==> src/rtl/cpu_decode_pkg.sv <==
// Shared encodings, FSM states and the decode-result payload for the Moxie decode stage.
package cpu_decode_pkg;

  localparam int unsigned INSN_W    = 16;
  localparam int unsigned REG_IDX_W = 4;
  localparam int unsigned OPERAND_W = 32;
  localparam int unsigned SHORT_W   = 8;

  localparam logic [7:0] OP_LDI_L = 8'h01;
  localparam logic [7:0] OP_NOP   = 8'h0f;
  localparam logic [3:0] F2_INC   = 4'h8;
  localparam logic [3:0] F2_DEC   = 4'h9;

  typedef enum logic [1:0] {
    ST_OPC    = 2'd0,
    ST_IMM_HI = 2'd1,
    ST_IMM_LO = 2'd2
  } state_e;

  typedef struct packed {
    logic                 op_ldi;
    logic                 op_dec;
    logic                 op_nop;
    logic                 illegal;
    logic [REG_IDX_W-1:0] rd_idx;
    logic [REG_IDX_W-1:0] rs_idx;
    logic [OPERAND_W-1:0] operand;
  } dec_out_t;

  localparam dec_out_t DEC_OUT_RST = '{
    op_ldi:  1'b0,
    op_dec:  1'b0,
    op_nop:  1'b1,
    illegal: 1'b0,
    rd_idx:  '0,
    rs_idx:  '0,
    operand: '0
  };

  // Form-2 ops read and write the same register and carry an 8-bit zero-extended operand.
  function automatic dec_out_t form2_fields(input dec_out_t prev, input logic [INSN_W-1:0] insn);
    dec_out_t o;
    o         = prev;
    o.rd_idx  = insn[11:8];
    o.rs_idx  = insn[11:8];
    o.operand = OPERAND_W'(insn[SHORT_W-1:0]);
    return o;
  endfunction

endpackage

==> src/rtl/cpu_decode_if.sv <==
// Fetch-to-decode halfword handshake (valid/ready).
interface cpu_decode_if;
  import cpu_decode_pkg::*;

  logic [INSN_W-1:0] insn;
  logic              insn_valid;
  logic              insn_ready;

  modport master (output insn, output insn_valid, input  insn_ready);
  modport slave  (input  insn, input  insn_valid, output insn_ready);
endinterface

==> src/rtl/cpu_decode.sv <==
// Moxie decode stage: assembles 48-bit ldi.l and decodes short ops into registered strobes.
// Optional feature: define CPU_DECODE_INC_EN to decode form-2 inc onto op_inc_o.
module cpu_decode
  import cpu_decode_pkg::*;
(
  input  logic                 clk_i,
  input  logic                 rst_i,
  cpu_decode_if.slave          fetch,
  input  logic                 stall_i,
  input  logic                 flush_i,
  output logic [REG_IDX_W-1:0] register_read_index_o,
  output logic [REG_IDX_W-1:0] register_write_index_o,
  output logic [OPERAND_W-1:0] operand_o,
  output logic                 op_ldi_o,
  output logic                 op_dec_o,
  output logic                 op_nop_o,
`ifdef CPU_DECODE_INC_EN
  output logic                 op_inc_o,
`endif
  output logic                 illegal_o
);

  state_e            state_q, state_d;
  logic [15:0]       imm_hi_q, imm_hi_d;
  logic [REG_IDX_W-1:0] ra_q, ra_d;
  dec_out_t          out_q, out_d;
  logic              accept;
`ifdef CPU_DECODE_INC_EN
  logic              inc_q, inc_d;
`endif

  assign fetch.insn_ready = !rst_i && !stall_i && !flush_i;
  assign accept           = fetch.insn_valid && fetch.insn_ready;

  // Next state and next output word; a cycle without a completed instruction is a nop.
  always_comb begin
    state_d        = state_q;
    imm_hi_d       = imm_hi_q;
    ra_d           = ra_q;
    out_d          = out_q;
    out_d.op_ldi   = 1'b0;
    out_d.op_dec   = 1'b0;
    out_d.illegal  = 1'b0;
    out_d.op_nop   = 1'b1;
`ifdef CPU_DECODE_INC_EN
    inc_d          = 1'b0;
`endif
    if (flush_i) begin
      state_d = ST_OPC;
    end else if (accept) begin
      case (state_q)
        ST_OPC: begin
          if (fetch.insn[15:8] == OP_LDI_L) begin
            ra_d    = fetch.insn[7:4];
            state_d = ST_IMM_HI;
          end else if (fetch.insn[15:8] == OP_NOP) begin
            out_d.op_nop = 1'b1;
          end else if (fetch.insn[15:12] == F2_DEC) begin
            out_d        = form2_fields(out_d, fetch.insn);
            out_d.op_dec = 1'b1;
            out_d.op_nop = 1'b0;
`ifdef CPU_DECODE_INC_EN
          end else if (fetch.insn[15:12] == F2_INC) begin
            out_d        = form2_fields(out_d, fetch.insn);
            inc_d        = 1'b1;
            out_d.op_nop = 1'b0;
`endif
          end else begin
            out_d.illegal = 1'b1;
          end
        end
        ST_IMM_HI: begin
          imm_hi_d = fetch.insn;
          state_d  = ST_IMM_LO;
        end
        ST_IMM_LO: begin
          out_d.operand = {imm_hi_q, fetch.insn};
          out_d.rd_idx  = ra_q;
          out_d.rs_idx  = ra_q;
          out_d.op_ldi  = 1'b1;
          out_d.op_nop  = 1'b0;
          state_d       = ST_OPC;
        end
        default: state_d = ST_OPC;
      endcase
    end
  end

  always_ff @(posedge clk_i or posedge rst_i) begin
    if (rst_i) begin
      state_q  <= ST_OPC;
      imm_hi_q <= '0;
      ra_q     <= '0;
      out_q    <= DEC_OUT_RST;
`ifdef CPU_DECODE_INC_EN
      inc_q    <= 1'b0;
`endif
    end else begin
      state_q  <= state_d;
      imm_hi_q <= imm_hi_d;
      ra_q     <= ra_d;
      out_q    <= out_d;
`ifdef CPU_DECODE_INC_EN
      inc_q    <= inc_d;
`endif
    end
  end

  assign register_read_index_o  = out_q.rs_idx;
  assign register_write_index_o = out_q.rd_idx;
  assign operand_o              = out_q.operand;
  assign op_ldi_o               = out_q.op_ldi;
  assign op_dec_o               = out_q.op_dec;
  assign op_nop_o               = out_q.op_nop;
  assign illegal_o              = out_q.illegal;
`ifdef CPU_DECODE_INC_EN
  assign op_inc_o               = inc_q;
`endif

endmodule

==> src/flat_wrapper.sv <==
// flat-port wrapper written by rule: the top's interface ports become plain ports
module cpu_decode_flat import cpu_decode_pkg::*;
  (clk_i, rst_i, stall_i, flush_i, register_read_index_o, register_write_index_o, operand_o, op_ldi_o, op_dec_o, op_nop_o, illegal_o, fetch_insn, fetch_insn_valid, fetch_insn_ready);
  cpu_decode_if fetch_i ();
  input  logic clk_i;
  input  logic rst_i;
  input  logic stall_i;
  input  logic flush_i;
  output logic [REG_IDX_W-1:0] register_read_index_o;
  output logic [REG_IDX_W-1:0] register_write_index_o;
  output logic [OPERAND_W-1:0] operand_o;
  output logic op_ldi_o;
  output logic op_dec_o;
  output logic op_nop_o;
  output logic illegal_o;
  input wire logic [$bits(fetch_i.insn)-1:0] fetch_insn;
  input wire logic [$bits(fetch_i.insn_valid)-1:0] fetch_insn_valid;
  output wire logic [$bits(fetch_i.insn_ready)-1:0] fetch_insn_ready;
  assign fetch_i.insn = fetch_insn;
  assign fetch_i.insn_valid = fetch_insn_valid;
  assign fetch_insn_ready = fetch_i.insn_ready;
  cpu_decode u_core (.clk_i(clk_i), .rst_i(rst_i), .fetch(fetch_i), .stall_i(stall_i), .flush_i(flush_i), .register_read_index_o(register_read_index_o), .register_write_index_o(register_write_index_o), .operand_o(operand_o), .op_ldi_o(op_ldi_o), .op_dec_o(op_dec_o), .op_nop_o(op_nop_o), .illegal_o(illegal_o));
endmodule
==> config.mk <==
export PLATFORM = sky130hd
export DESIGN_NAME = cpu_decode_flat
export DESIGN_NICKNAME = d
export VERILOG_FILES = /design/src/rtl/cpu_decode_pkg.sv /design/src/rtl/cpu_decode_if.sv /design/src/rtl/cpu_decode.sv /design/src/flat_wrapper.sv
export SDC_FILE = /design/constraint.sdc
export NUM_CORES = 1
export LEC_CHECK = 0
export CELL_PAD_IN_SITES_DETAIL_PLACEMENT = 1
export CELL_PAD_IN_SITES_GLOBAL_PLACEMENT = 2
export CORE_ASPECT_RATIO = 1.2
export CORE_MARGIN = 5
export CORE_UTILIZATION = 39
export CTS_CLUSTER_DIAMETER = 150
export DETAILED_ROUTE_END_ITERATION = 7
export DONT_BUFFER_PORTS = 1
export HOLD_SLACK_MARGIN = 0.12
export PLACE_DENSITY = 0.78
export REMOVE_ABC_BUFFERS = 1
export SKIP_LAST_GASP = 1
export SLEW_MARGIN = 20
export SYNTH_ARGS = -nofsm -noshare
export SYNTH_HDL_FRONTEND = slang
export SYNTH_SLANG_ARGS = --single-unit
==> constraint.sdc <==
create_clock -name clk_i -period 3.1 [get_ports clk_i]
set_input_delay 0.93 -clock clk_i [delete_from_list [all_inputs] [get_ports clk_i]]
set_output_delay 0.93 -clock clk_i [all_outputs]
set_load 0.01 [all_outputs]
==> impl_metrics.json, run 1 <==
{
  "initial_core_util": 0.394,
  "routed_wl_mm": 5.28,
  "postCtsHoldBufs": 0,
  "grt_pass1_vias": 1639,
  "num_vias": 1512,
  "r2r-start": "u_core.state_q[1]$_DFFE_PP0P_",
  "io_buffers": 0,
  "start_kind": "input port",
  "die_w_um": 83.0,
  "ys_seq_area_frac": 0.623,
  "cts_resized": 0,
  "power_density_nw_per_um2": 608,
  "layout-drive-gt1-share": 0.233,
  "n_antenna_cell": 0,
  "synth.distinct_cells": 27,
  "skew_ns": 0.00673,
  "drt-pass1-iter-count": 4,
  "grt_overflow": 0,
  "cts_buffers": 9,
  "syn_area_per_cell_um2": 11.6,
  "period_needed_ns": 2.40,
  "ys_warn_count": 0,
  "synth_top_family_by_area": "multiplexers",
  "grt_pass1_wl_mm": 8.89,
  "nets": 235,
  "clk_path_buf_depth": 2,
  "postRouteAntennaNets": 0,
  "finalSetupTns_ns": 0,
  "leakage_nw": 1.33,
  "ys_async_sr_fraction": 1.00,
  "end_kind": "register",
  "worstSkewPairLatency_ns": 0.33,
  "cts-htree-levels": 3,
  "row_count": 32,
  "track_usage": 0.140,
  "synth-edff-count": 0,
  "tightestPinTransition_ns": 0.502,
  "cap_viol_max_count": 0,
  "syn_area_um2": 2490,
  "dp_hpwl_mm": 3.54,
  "drc": 0,
  "clock-sinks": 62,
  "peakVddDrop_mv": 0.316,
  "fp.dieH_um": 97.6,
  "crit_path_end": "u_core.operand_o[0]$_DFFE_PP0P_",
  "ioPinCount": 66,
  "synth.top_cell.area_share": 0.612,
  "synthCells": 215,
  "regArea_um2": 1550,
  "setup_viol": 0,
  "max_clock_freq_mhz": 416,
  "core_um2": 6330,
  "grt_max_degree": 66,
  "fin_util": 0.442,
  "fin_crit_sh": 0.775,
  "synth_fa_ha_area_frac": 0,
  "slew_headroom": 0.665,
  "dieArea_um2": 8100,
  "synth-compound-area-share": 0.0698,
  "crit_arrival_ns": 2.62,
  "synth_seq_cells": 62,
  "min_path_type": "reg2reg",
  "synth.area.top_cells": "dfrtp_1 61%, mux2_2 11%, nand2_1 7.8%, o21ai_0 5.2%, mux2_4 1.8%",
  "rsz0062_at_grt": "false",
  "synth.area.mux_share": 0.139,
  "antenna_found_initial": 0,
  "yosys.area_share.simple": 0.128,
  "worstSetupStartpoint": "flush_i",
  "cp.required_ns": 3.32,
  "yosys.area.top_type": "dfrtp_1",
  "viasPerCell": 4.97,
  "multi_input_area_um2": 842,
  "cts_root_buf": "clkbuf_8",
  "worst-r2r-setup-slack_ns": 1.47,
  "fillers": 711,
  "cts_tree": "yes",
  "syn_to_final_growth_pct": 12.2,
  "place.gp.congestion": 0.669,
  "routedWlPerCell_um": 17.4,
  "clk_pin_slew_ns": 0.07,
  "slew_violations": 0,
  "hold_viol_final": 0,
  "total_power_mw": 1.70,
  "ys.flop_type": "dfrtp_1",
  "r2r_cells": 4,
  "r2r_end": "u_core.operand_o[0]$_DFFE_PP0P_",
  "synth_xor_area_frac": 0,
  "outcome": "complete, no violations",
  "first_iter_violations": 33,
  "post_cts_buffers": 0,
  "crit_path_max_fanout": 65,
  "critical_path_class": "in2reg"
}
==> sequential cells by signal (all words and copies together), names as in the netlist <==
| name | flops |
|---|---|
| u_core.state_q | 2 |
| u_core.register_read_index_o | 4 |
| u_core.imm_hi_q | 16 |
| u_core.ra_q | 4 |
| u_core.op_nop_o | 1 |
| u_core.operand_o | 32 |
| u_core.op_dec_o | 1 |
| u_core.illegal_o | 1 |
| u_core.op_ldi_o | 1 |
==> worst max-delay path, cell delays in order <==
cell,delay [ns]
or4b_1,0.63
a2111o_2,0.52
buf_12,0.21
mux2_4,0.31
==> area by class of cell <==
class / count / area share
sequential: 62 / 0.555
inverter: 2 / 0.00268
clock inverter: 3 / 0.0233
multi-input combinational: 135 / 0.301
timing repair buffer: 4 / 0.0197
tap: 85 / 0.0380
clock buffer: 13 / 0.0604
==> worst min-delay path by stage <==
stage / start / end / slack [ns] / cells after the start
6_report: u_core.imm_hi_q[14]$_DFFE_PP0P_ / u_core.imm_hi_q[14]$_DFFE_PP0P_ / 0.50 / 1
2_1_floorplan: u_core.ra_q[1]$_DFFE_PP0P_ / u_core.ra_q[1]$_DFFE_PP0P_ / 0.48 / 1
3_3_place_gp: u_core.imm_hi_q[10]$_DFFE_PP0P_ / u_core.imm_hi_q[10]$_DFFE_PP0P_ / 0.49 / 1
3_5_place_dp: u_core.imm_hi_q[14]$_DFFE_PP0P_ / u_core.imm_hi_q[14]$_DFFE_PP0P_ / 0.49 / 1
4_1_cts: u_core.imm_hi_q[14]$_DFFE_PP0P_ / u_core.imm_hi_q[14]$_DFFE_PP0P_ / 0.51 / 1
5_1_grt: u_core.imm_hi_q[8]$_DFFE_PP0P_ / u_core.imm_hi_q[8]$_DFFE_PP0P_ / 0.52 / 1
==> power by group <==
group	total, mW	leakage, nW	internal, mW	switching, mW
Combinational	0.0397	0.353	0.0155	0.0243
Sequential	0.842	0.857	0.823	0.0191
Clock	0.818	0.120	0.518	0.301
==> cells in the mapped netlist, types with 3 or more instances <==
| master | number |
|---|---|
| o21ai_0 | 26 |
| mux2_2 | 25 |
| a21oi_1 | 5 |
| clkbuf_1 | 7 |
| dfrtp_1 | 61 |
| mux2_4 | 3 |
| nor2_1 | 3 |
| nor3_1 | 3 |
| nand2_1 | 52 |
| buf_2 | 3 |
| buf_4 | 4 |
==> routing by layer <==
metal / wire length (um) / GRT usage / vias to the layer above
met5: 0 / 0 / -
met3: 387 / 0.0492 / 9
met4: 98 / 0.0755 / 0
li1: - / - / 718
met2: 2550 / 0.209 / 41
met1: 2240 / 0.178 / 744
==> stage by stage <==
step	worst slack, ns	hold WS, ns	area, um2	std cells
6_report	0.698	0.503	2800	304
5_1_grt	0.665	0.525	2800	304
4_1_cts	0.713	0.509	2800	304
3_5_place_dp	0.348	0.493	2560	288
3_3_place_gp	0.373	0.487	2560	288
2_1_floorplan	0.0463	0.479	2400	199
==> cells by family after synthesis <==
kind of cell / after synthesis
buffers and inverters: 18
muxes: 30
and+or+nand+nor: 72
DFF: 62
AOI/OAI and AO/OA: 33
==> placed cells by master (no fill, tap or decap), types with 2 or more instances in the layout <==
master | netlist | layout
a21oi_1 | 5 | 5
bufinv_16 | 0 | 2
nor2_1 | 3 | 2
nand2_1 | 52 | 52
nand4_1 | 2 | 2
mux2_4 | 3 | 3
and3_1 | 2 | 2
buf_4 | 4 | 2
nor3_1 | 3 | 3
nor2b_1 | 2 | 2
nand3_1 | 2 | 2
clkbuf_8 | 0 | 12
o21ai_0 | 26 | 26
mux2_2 | 25 | 25
dfrtp_1 | 61 | 61
buf_12 | 0 | 2
mux2i_1 | 2 | 2
(Power assumes the default switching activity.)
==> run 2: changes to the inputs <==
==> constraint.sdc (replaced) <==
create_clock -name clk_i -period 2.3 [get_ports clk_i]
set_input_delay 0.69 -clock clk_i [delete_from_list [all_inputs] [get_ports clk_i]]
set_output_delay 0.69 -clock clk_i [all_outputs]
set_load 0.01 [all_outputs]
==> run 2 against run 1 <==
Against the previous run:
- critical path type unchanged
- non-clock buffer count is 11 higher
- critical path depth increased by 2
- setup slack worse by 0.43 ns
- register-to-register slack worse by 0.79 ns
- flip-flop and latch count unchanged
- total power increased by 26%
- first-iteration DRC count shrank 30%
- largest cell class unchanged
- cell area rose by 1.7%
- hold slack worse by 0.24 ns
- via count up 4.1%
- clock power rose by 16%
==> impl_metrics.json, run 2 (synthesis gave the netlist of run 1 again) <==
{
  "slowest_delay_ns": 0.54,
  "die_w_um": 83.0,
  "crit_slowest_cell": "or4b_1",
  "first_iter_violations": 23,
  "leakage_nw": 1.37,
  "cts_root_buf": "clkbuf_8",
  "nets": 246,
  "r2r_end": "u_core.operand_o[25]$_DFFE_PP0P_",
  "path_depth": 6,
  "rsz0062_at_grt": "false",
  "fin_crit_sh": 0.886,
  "postRouteAntennaNets": 0,
  "p_sw_mw": 0.455,
  "power_density_nw_per_um2": 752,
  "core_um2": 6330,
  "critical_path_class": "in2reg",
  "dpl_cell_area_um2": 2650,
  "r2r-start": "u_core.state_q[1]$_DFFE_PP0P_",
  "fp.dieH_um": 97.6,
  "initial_core_util": 0.394,
  "routed_wl_mm": 5.42,
  "syn_to_final_growth_pct": 14.2,
  "setup_viol": 0,
  "grt_use_met3": 0.0611,
  "routedWlPerCell_um": 17.2,
  "outcome": "complete, no violations",
  "r2r_cells": 6,
  "crit_family": "simple AND/OR/NAND/NOR gates",
  "worstSetupStartpoint": "flush_i",
  "dieArea_um2": 8100,
  "gr-usage-met1": 0.169,
  "fillers": 716,
  "num_vias": 1574,
  "io_buffers": 0,
  "worst-r2r-setup-slack_ns": 0.68,
  "p_sw_frac": 0.212,
  "worst_path_most_repeated_cell": "buf_4",
  "max_clock_freq_mhz": 491,
  "ioPinCount": 66,
  "path_cells": "or4b_1 > a2111o_2 > buf_4 > buf_4 > nand2_1 > o21ai_0",
  "crit_arrival_ns": 2.24,
  "final_cell_mix": "61 x dfrtp_1, 52 x nand2_1, 26 x o21ai_0",
  "grt_max_degree": 34,
  "cap_viol_max_count": 0,
  "worstSkewPairLatency_ns": 0.33,
  "timing.final.ws_setup_ns": 0.263,
  "viasPerCell": 5.00,
  "min_path_type": "in2async",
  "postCtsHoldBufs": 0,
  "dp_hpwl_mm": 3.94,
  "pwr-share-clk": 0.443,
  "tightestPinTransition_ns": 0.491,
  "combPwrFrac": 0.027,
  "p_int_mw": 1.69,
  "cts_tree": "yes",
  "clk_path_buf_depth": 2,
  "end_kind": "register",
  "n_antenna_cell": 0,
  "pre_cts_ws_ns": -0.0820,
  "drc": 0,
  "slew_headroom": 0.672,
  "fin_util": 0.450,
  "drt-pass1-iter-count": 5,
  "clock-sinks": 62,
  "use_met2": 0.234,
  "period_needed_ns": 2.04,
  "placedCellCount": 299,
  "grt.busiest_layer": "met2",
  "hold_ws_ns": 0.264,
  "cts_buffers": 9,
  "skew_ns": 0.00678,
  "track_usage": 0.144,
  "largest_register_ffs": 32,
  "clk_pin_slew_ns": 0.06,
  "place.gp.congestion": 0.720,
  "critical_path_buf_inv_count": 2,
  "pwr-share-seq": 0.530,
  "grt_overflow": 0,
  "crit_path_max_fanout": 12,
  "antenna_found_initial": 0,
  "grt_pass1_wl_mm": 9.15,
  "stdcell_count": 315,
  "cts_resized": 0,
  "cp.required_ns": 2.50,
  "cts-htree-levels": 3,
  "layout-drive-gt1-share": 0.270,
  "mostFrequentLayoutCell": "dfrtp_1",
  "hold_viol_final": 0,
  "row_count": 32,
  "final_cell_area_um2": 2850,
  "post_cts_buffers": 0,
  "start_kind": "input port",
  "peakVddDrop_mv": 0.355,
  "crit_path_end": "u_core.operand_o[25]$_DFFE_PP0P_",
  "slew_violations": 0,
  "grt_pass1_vias": 1747
}
==> run 2: routing by layer <==
metal | wire length [um] | vias up
met3 | 376 | 5
met2 | 2790 | 41
li1 | - | 744
met4 | 57 | 0
met5 | 0 | -
met1 | 2200 | 784
==> run 2: how the worst min path moves through the flow <==
stage                                             to
floorplan                 u_core.ra_q[1]$_DFFE_PP0P_
CTS                   u_core.imm_hi_q[2]$_DFFE_PP0P_
detailed placement    u_core.imm_hi_q[1]$_DFFE_PP0P_
global placement     u_core.imm_hi_q[10]$_DFFE_PP0P_
global route        u_core.operand_o[27]$_DFFE_PP0P_
finish              u_core.operand_o[27]$_DFFE_PP0P_
==> run 2: power groups by stage <==
| stage | clock, mW | sequential [mW] | combinational (mW) |
|---|---|---|---|
| 2_1_floorplan | 0 | 1.15 | 0.0407 |
| 3_3_place_gp | 0 | 1.16 | 0.0579 |
| 3_5_place_dp | 0 | 1.16 | 0.0606 |
| 4_1_cts | 0.992 | 1.14 | 0.0601 |
| 5_1_grt | 1.04 | 1.14 | 0.0671 |
| 6_report | 0.948 | 1.14 | 0.0576 |
==> run 2: through the flow <==
step | setup TNS (ns) | total power [mW]
after detailed placement | -1.13 | 1.22
final | 0 | 2.14
after floorplan | -14.92 | 1.19
after CTS | 0 | 2.19
after global placement | -0.491 | 1.21
after global routing | 0 | 2.25
==> run 2: layout make-up <==
cell class | count | area, um2 | area share
clock buffer | 12 | 155 | 0.0545
clock inverter | 4 | 45.0 | 0.0158
inverter | 2 | 7.51 | 0.00264
multi-input combinational | 135 | 842 | 0.296
sequential | 62 | 1550 | 0.545
tap | 85 | 106 | 0.0374
timing repair buffer | 15 | 138 | 0.0484
